===== src/rtl/rf_writeback_queue.sv =====
// Register-file writeback queue: two producers (load has priority over ALU) feed an in-order FIFO
// that drains one entry per cycle and forwards the youngest pending data. Optional feature: WB_COALESCE_EN.
module rf_writeback_queue #(
  parameter int DATA_W = 16,
  parameter int ADDR_W = 3,
  parameter int DEPTH  = 4,
  localparam int PTR_W = $clog2(DEPTH),
  localparam int CNT_W = $clog2(DEPTH + 1)
) (
  input  logic              clock,
  input  logic              reset,
  input  logic              mem_valid,
  output logic              mem_ready,
  input  logic [ADDR_W-1:0] mem_reg,
  input  logic [DATA_W-1:0] mem_data,
  input  logic              alu_valid,
  output logic              alu_ready,
  input  logic [ADDR_W-1:0] alu_reg,
  input  logic [DATA_W-1:0] alu_data,
  output logic              RegWrite,
  output logic [ADDR_W-1:0] WriteReg,
  output logic [DATA_W-1:0] WriteData,
  input  logic [ADDR_W-1:0] Read1,
  input  logic [ADDR_W-1:0] Read2,
  output logic              Fwd1_hit,
  output logic [DATA_W-1:0] Fwd1_data,
  output logic              Fwd2_hit,
  output logic [DATA_W-1:0] Fwd2_data,
  output logic [CNT_W-1:0]  Pending
);

  logic [ADDR_W-1:0] reg_mem  [DEPTH];
  logic [DATA_W-1:0] data_mem [DEPTH];
  logic [PTR_W-1:0]  head_reg;
  logic [PTR_W-1:0]  tail_reg;
  logic [CNT_W-1:0]  count_reg;

  logic              full;
  logic              empty;
  logic              mem_take;
  logic              alu_take;
  logic              enq;
  logic              deq;
  logic              coalesce;
  logic              push;
  logic [ADDR_W-1:0] in_reg;
  logic [DATA_W-1:0] in_data;

  assign full  = (count_reg == CNT_W'(DEPTH));
  assign empty = (count_reg == '0);

  // Readies ignore a same-cycle dequeue: a full queue never accepts.
  assign mem_ready = !full && !reset;
  assign alu_ready = !full && !mem_valid && !reset;

  assign mem_take = mem_valid && mem_ready;
  assign alu_take = alu_valid && alu_ready;
  assign enq      = mem_take || alu_take;
  assign in_reg   = mem_take ? mem_reg  : alu_reg;
  assign in_data  = mem_take ? mem_data : alu_data;
  assign deq      = !empty && !reset;

`ifdef WB_COALESCE_EN
  logic [PTR_W-1:0] last_ptr;

  assign last_ptr = tail_reg - PTR_W'(1);
  // count >= 2 keeps the head entry (being written to the RF now) out of reach.
  assign coalesce = enq && (count_reg >= CNT_W'(2)) && (reg_mem[last_ptr] == in_reg);
`else
  assign coalesce = 1'b0;
`endif

  assign push = enq && !coalesce;

  always_ff @(posedge clock) begin
    if (reset) begin
      head_reg  <= '0;
      tail_reg  <= '0;
      count_reg <= '0;
    end else begin
      if (push) begin
        tail_reg <= tail_reg + PTR_W'(1);
      end
      if (deq) begin
        head_reg <= head_reg + PTR_W'(1);
      end
      case ({push, deq})
        2'b10:   count_reg <= count_reg + CNT_W'(1);
        2'b01:   count_reg <= count_reg - CNT_W'(1);
        default: count_reg <= count_reg;
      endcase
    end
  end

  // Storage is not reset; occupancy is defined solely by head/count.
  always_ff @(posedge clock) begin
    if (!reset) begin
      if (push) begin
        reg_mem[tail_reg]  <= in_reg;
        data_mem[tail_reg] <= in_data;
      end
`ifdef WB_COALESCE_EN
      else if (coalesce) begin
        data_mem[last_ptr] <= in_data;
      end
`endif
    end
  end

  assign RegWrite  = deq;
  assign WriteReg  = deq ? reg_mem[head_reg]  : '0;
  assign WriteData = deq ? data_mem[head_reg] : '0;
  assign Pending   = reset ? '0 : count_reg;

  logic [ADDR_W-1:0] rd_addr [2];

  assign rd_addr[0] = Read1;
  assign rd_addr[1] = Read2;

  // Walk entries oldest to youngest so the last match wins.
  for (genvar gi = 0; gi < 2; gi++) begin : g_fwd
    logic              hit;
    logic [DATA_W-1:0] data;
    logic [PTR_W-1:0]  idx;

    always_comb begin
      hit  = 1'b0;
      data = '0;
      idx  = '0;
      if (!reset) begin
        for (int k = 0; k < DEPTH; k++) begin
          idx = head_reg + PTR_W'(k);
          if ((CNT_W'(k) < count_reg) && (reg_mem[idx] == rd_addr[gi])) begin
            hit  = 1'b1;
            data = data_mem[idx];
          end
        end
      end
    end
  end

  assign Fwd1_hit  = g_fwd[0].hit;
  assign Fwd1_data = g_fwd[0].data;
  assign Fwd2_hit  = g_fwd[1].hit;
  assign Fwd2_data = g_fwd[1].data;

endmodule

===== config.mk =====
export PLATFORM = sky130hd
export DESIGN_NAME = rf_writeback_queue
export DESIGN_NICKNAME = d
export VERILOG_FILES = /design/src/rtl/rf_writeback_queue.sv
export SDC_FILE = /design/constraint.sdc
export NUM_CORES = 1
export LEC_CHECK = 0
export ABC_AREA = 1
export CAP_MARGIN = 15
export CORE_MARGIN = 4
export CORE_UTILIZATION = 61
export CTS_BUF_LIST = sky130_fd_sc_hd__clkbuf_4 sky130_fd_sc_hd__clkbuf_8
export CTS_CLUSTER_DIAMETER = 50
export DETAILED_ROUTE_END_ITERATION = 12
export PLACE_DENSITY_LB_ADDON = 0.25
export SLEW_MARGIN = 20
export SYNTH_ARGS = -nofsm -noshare
export SYNTH_HDL_FRONTEND = slang
export SYNTH_SLANG_ARGS = --single-unit

===== constraint.sdc =====
create_clock -name clock -period 6.9 [get_ports clock]
set_clock_uncertainty 0.15 [all_clocks]
set_input_delay 0.69 -clock clock [delete_from_list [all_inputs] [get_ports clock]]
set_output_delay 0.69 -clock clock [all_outputs]
set_load 0.02 [all_outputs]

==> results of run 1 <==
tightest hold or removal path: cells and delay by family, from the launching register on:
| kind | cells | cell delay, ns |
|---|---|---|
| flops | 1 | 0.34 |
| buf+inv | 1 | 0.11 |
| compound gates | 1 | 0.08 |
where the power goes:
part	switching (uW)	internal, uW	leakage [uW]
Clock	197	209	0.000108
Combinational	1670	721	0.00249
Sequential	43.0	620	0.000769
Total	1910	1550	0.00337
worst max path at each step:
stage	start	endpoint	slack, ns	cells past startpoint
after floorplan	reset	data_mem[0][0]$_DFFE_PP_	4.12	6
after CTS	head_reg[0]$_SDFFE_PP0P_	Fwd2_data[10]	1.91	12
after global placement	head_reg[0]$_SDFFE_PP0P_	Fwd2_data[8]	2.41	12
after detailed placement	head_reg[0]$_SDFFE_PP0P_	Fwd2_data[3]	2.34	12
final	head_reg[0]$_SDFFE_PP0P_	Fwd2_data[3]	1.84	12
after global routing	head_reg[0]$_SDFFE_PP0P_	Fwd2_data[2]	1.45	12
routing by layer:
layer | wire length [um] | vias to the layer above | part of all wire, % | track usage [%]
met5 | 0 | - | 0 | 0
met4 | 242 | 0 | 1.1 | 7.12
met3 | 3160 | 26 | 14 | 7.05
met2 | 9110 | 572 | 41 | 45.0
met1 | 9530 | 3367 | 43 | 51.7
li1 | - | 3597 | - | -
area by class of cell:
| cell class | count | area, um^2 |
|---|---|---|
| Clock buffer | 9 | 124 |
| Clock inverter | 7 | 104 |
| Fill cell | 923 | 3120 |
| Inverter | 91 | 344 |
| Multi-Input combinational cell | 783 | 4020 |
| Sequential cell | 85 | 2460 |
| Tap cell | 143 | 179 |
| Timing Repair Buffer | 114 | 1120 |
cells in the mapped netlist, types with 2 or more instances:
| master | count | area share [%] |
|---|---|---|
| nand3_2 | 7 | 0.98 |
| ha_1 | 9 | 1.6 |
| buf_1 | 4 | 0.21 |
| dfxtp_1 | 9 | 2.5 |
| nor2_4 | 4 | 0.63 |
| a21oi_1 | 53 | 3.7 |
| inv_2 | 2 | 0.10 |
| buf_4 | 4 | 0.42 |
| o21ai_0 | 119 | 8.3 |
| o22ai_1 | 32 | 2.8 |
| clkbuf_1 | 25 | 1.3 |
| nor2_2 | 7 | 0.61 |
| xor2_1 | 2 | 0.24 |
| buf_6 | 8 | 1.3 |
| edfxtp_1 | 76 | 32 |
| mux2_2 | 19 | 3.0 |
| o211ai_1 | 16 | 1.7 |
| a21oi_2 | 20 | 2.4 |
| nor2_1 | 43 | 2.3 |
| o21ai_1 | 7 | 0.49 |
| nand2_1 | 285 | 15 |
| buf_2 | 21 | 1.5 |
| nand2_2 | 5 | 0.44 |
| inv_1 | 88 | 4.6 |
| nand3_1 | 144 | 10 |
| nand2_4 | 6 | 0.94 |
stage by stage:
step	utilization, %	setup WS (ns)	cell area (um^2)
CTS	72.8	1.91	8350
floorplan	-	4.12	7160
detailed placement	70.8	2.34	8120
finish	72.8	1.84	8350
global placement	70.8	2.41	8120
global route	72.8	1.45	8350
kinds of logic (layout without fill, tap and decap cells):
logic type / count (synthesis) / after routing / synth area share, %
fa+ha+maj: 9 / 9 / 1.57
buf+inv: 154 / 221 / 9.54
flops: 85 / 85 / 34.4
mux: 19 / 19 / 2.99
compound gates: 250 / 250 / 20.1
xor+xnor: 2 / 2 / 0.245
simple gates: 503 / 503 / 31.2
==> flow_summary.json, run 1 <==
{
  "status": "completed",
  "path_cells": "buf_4 > nand2_8 > nand2_4 > nand2_1 > o21ai_1 > nand2_1 > nand2_1 > nor2_1 > nand2_1 > o21ai_0 > a21oi_1 > clkdlybuf4s50_1",
  "crit_arrival_ns": 4.22,
  "instances_no_fill": 1232,
  "diodes": 0,
  "tns_ns": 0,
  "grt_max_degree": 83,
  "areaGrowthSynthToFinish_pct": 16.6,
  "ant_nets": 0,
  "cts_buffer_depth": 2,
  "ys_seq_area_share_pct": 34.4,
  "avgViaCountPerCell": 6.14,
  "drt_pass1_iterations": 6,
  "r2r-start": "count_reg[1]$_SDFFE_PP0P_",
  "p_leak_uw": 0.00337,
  "cts_made_buffers": 9,
  "drtIter0Drc": 1643,
  "syn_area_per_cell_um2": 7.01,
  "fp.dieH_um": 116,
  "slew_viol_final": 0,
  "mostFrequentLayoutCells": "nand2_1 (285), nand3_1 (144), o21ai_0 (119)",
  "max-cap-violations": 0,
  "cp.required_ns": 6.06,
  "synth_edf_count": 76,
  "die-area_um2": 13500,
  "placed_cells": 1216,
  "start_util_pct": 62.5,
  "drt-total-wl_um": 22000,
  "total_power_uw": 3450,
  "grt_usage_pct": 32.5,
  "core_area_um2": 11500,
  "crit_fanout": 82,
  "worstHoldEndpoint": "tail_reg[1]$_SDFFE_PP0N_",
  "insertion_delay_ns": 0.38,
  "min_path_type": "reg2reg",
  "path_common_cell": "nand2_1",
  "crit_path_end_kind": "output pin",
  "power_density_nw_per_um2": 414,
  "synthCells": 1022,
  "r2r-end": "count_reg[2]$_SDFFE_PP0P_",
  "fin_crit_ns": 5.06,
  "die_w_um": 116,
  "worst_pin_slew_ns": 1.14,
  "hold_violations": 0,
  "fmax_ghz": 0.198,
  "r2r_cells": 10,
  "crit_type": "reg2out",
  "clockRootBuffer": "clkbuf_8",
  "slew_headroom_pct": 23.8,
  "cts_tree": "yes",
  "antenna_found_initial": 0,
  "synth_nets": 1079,
  "syn_area_um2": 7160,
  "setup_viol": 0,
  "final_nets": 1141,
  "synth_ff_type": "edfxtp_1",
  "h-tree-depth": 3,
  "ir_worst_vdd_uv": 319,
  "mostFrequentLayoutCell": "nand2_1",
  "hold_slack_ns": 0.415,
  "synthArstFlopShare_pct": 0,
  "post-route-drc-count": 0,
  "synth.distinct_cells": 33,
  "cp_slowest_cell": "nand2_1",
  "clock_sinks": 85,
  "rsz0062_at_grt": "no",
  "clk_pin_slew_ns": 0.10,
  "yosys_register_bits": 85,
  "pin_count": 107,
  "wire_per_inst_um": 17.9,
  "slowest_delay_ns": 0.76,
  "std_cell_rows": 39,
  "largest_reg_flops": 64,
  "io_buffers": 106,
  "grt_pass1_vias": 6372,
  "hpwl_um": 16200,
  "grt_pass1_wl_um": 34300,
  "hp-start": "tail_reg[1]$_SDFFE_PP0N_",
  "post-route-period-util_pct": 73.4,
  "crit_family": "simple AND/OR/NAND/NOR gates",
  "cts_resized": 0,
  "worst_setup_path_start_kind": "flop",
  "cts_setup_buffers": 0,
  "ys_warn_count": 0,
  "gp_congestion": 0.973,
  "r2r_slack_ns": 4.05,
  "cts_hold_buffers": 0,
  "gr-total-overflow": 0,
  "critPathBufInv": 2,
  "via_count": 7562,
  "hold_depth": 2,
  "drive_above_1_share_pct": 9.09
}
No activity file was read; power rests on OpenSTA's default activity.
==> inputs of run 2 (changes only) <==
Settings changed: CORE_UTILIZATION 61 to 57.
Clock period 6.9 ns to 4.67 ns, I/O delays scaled along.
==> run 2 against run 1 <==
  * Wire length rose by 2.0%
  * Highest routed layer unchanged
  * Critical path depth did not move
  * Design area rose by 0.40%
  * Largest cell class unchanged
  * Largest power group unchanged
  * Power rose by 46%
  * Via count rose by 0.26%
==> flow_summary.json, run 2 (same netlist as run 1, synthesis figures left out) <==
{
  "cp_slowest_cell": "clkdlybuf4s50_1",
  "post-route-drc-count": 0,
  "multiInputGateArea_um2": 4020,
  "rsz0062_at_grt": "no",
  "core_area_um2": 12200,
  "power_density_nw_per_um2": 603,
  "drt-total-wl_um": 22500,
  "cts_hold_buffers": 0,
  "gp_congestion": 1.00,
  "hold_depth": 1,
  "p_leak_uw": 0.00338,
  "total_power_uw": 5060,
  "wire_per_inst_um": 17.8,
  "crit_type": "reg2out",
  "r2r-start": "count_reg[1]$_SDFFE_PP0P_",
  "io_buffers": 106,
  "crit_fanout": 39,
  "post-route-period-util_pct": 91.4,
  "final_nets": 1146,
  "cts_setup_buffers": 0,
  "fmax_ghz": 0.234,
  "drive_above_1_share_pct": 9.41,
  "min_path_type": "reg2reg",
  "seq_area_um2": 2460,
  "cts_resized": 0,
  "mostFrequentLayoutCells": "nand2_1 (285), nand3_1 (144), o21ai_0 (119)",
  "fp.dieH_um": 120,
  "hold_violations": 0,
  "slew_headroom_pct": 38.6,
  "drtIter0Drc": 1615,
  "path_cells": "buf_4 > nand2_4 > nand2_4 > nand2_1 > nand3_1 > nand2_1 > nor2_4 > nand2_4 > nand2_1 > nand3_1 > a21oi_1 > clkdlybuf4s50_1",
  "ant_nets": 0,
  "std_cell_rows": 40,
  "r2r_cells": 10,
  "cp.required_ns": 4.05,
  "grt_pass1_wl_um": 35200,
  "avgViaCountPerCell": 6.01,
  "slew_viol_final": 0,
  "clk_pin_slew_ns": 0.08,
  "clock_power_share_pct": 10.2,
  "cts_made_buffers": 9,
  "mostFrequentLayoutCell": "nand2_1",
  "fillers": 1030,
  "drt_pass1_iterations": 6,
  "hp-start": "head_reg[0]$_SDFFE_PP0P_",
  "hold_slack_ns": 0.345,
  "fin_crit_ns": 4.27,
  "setup_viol": 0,
  "worst_setup_path_start_kind": "flop",
  "areaGrowthSynthToFinish_pct": 17.1,
  "h-tree-depth": 3,
  "diodes": 0,
  "power_frac_comb_pct": 70.3,
  "tns_ns": 0,
  "instances_no_fill": 1262,
  "cts_tree": "yes",
  "critPathLaunch": "head_reg[0]$_SDFFE_PP0P_",
  "die_w_um": 120,
  "cts_buffer_depth": 2,
  "sw_frac_of_total_pct": 55.6,
  "start_util_pct": 58.9,
  "slowest_delay_ns": 0.66,
  "dpl-instance-area_um2": 8190,
  "insertion_delay_ns": 0.37,
  "clock_sinks": 85,
  "power.share.sequential_pct": 19.5,
  "gr-total-overflow": 0,
  "largest_reg_flops": 64,
  "grt_pass1_vias": 6402,
  "crit_arrival_ns": 3.65,
  "crit_path_end_kind": "output pin",
  "intPower_uw": 2250,
  "finish.instance_area_um2": 8390,
  "pin_count": 107,
  "ir_worst_vdd_uv": 321,
  "placed_cells": 1246,
  "grt_usage_pct": 30.7,
  "status": "completed",
  "clockRootBuffer": "clkbuf_8",
  "antenna_found_initial": 0,
  "grt_max_degree": 65,
  "worst_pin_slew_ns": 0.921,
  "switchingPower_uw": 2810,
  "hpwl_um": 16800,
  "die-area_um2": 14400,
  "max-cap-violations": 0,
  "via_count": 7582
}
[run 2: power groups by stage]
stage                     clock (uW)  sequential (uW)  combinational [uW]
after detailed placement           0              999                3440
after floorplan                    0              967                2500
after global placement             0              995                3410
after CTS                        523              982                3450
after global routing             560              992                3850
final                            518              984                3560
[run 2: final timing paths]
| check | to | slack (ns) |
|---|---|---|
| worst max-delay path | Fwd1_data[1] | 0.40 |
| worst min register to register | head_reg[0]$_SDFFE_PP0P_ | 0.35 |
| worst min-delay path | head_reg[0]$_SDFFE_PP0P_ | 0.35 |
| worst max register to register | count_reg[2]$_SDFFE_PP0P_ | 1.81 |
[run 2: metal layers]
metal / wire, um / track usage (%)
met2: 9300 / 43.0
met4: 361 / 6.44
met1: 9880 / 47.9
met5: 0 / 0
met3: 2950 / 7.49
[run 2: cell type report]
class / instances / area share (%)
Clock buffer: 10 / 1.57
Clock inverter: 6 / 0.731
Inverter: 91 / 4.10
Multi-Input combinational cell: 783 / 47.9
Sequential cell: 85 / 29.4
Tap cell: 168 / 2.51
Timing Repair Buffer: 119 / 13.8
[run 2: stage by stage]
step / setup slack [ns] / util [%]
2_1_floorplan: 2.09 / -
3_3_place_gp: 0.923 / 67.4
3_5_place_dp: 0.911 / 67.4
4_1_cts: 0.512 / 69.0
5_1_grt: 0.251 / 69.0
6_report: 0.403 / 69.0
[run 2: worst max-delay path, delay by kind of cell (launching register included)]
kind / cells / cell delay, ns
simple gates: 9 / 1.63
buf+inv: 2 / 1.03
flops: 1 / 0.39
compound gates: 1 / 0.22
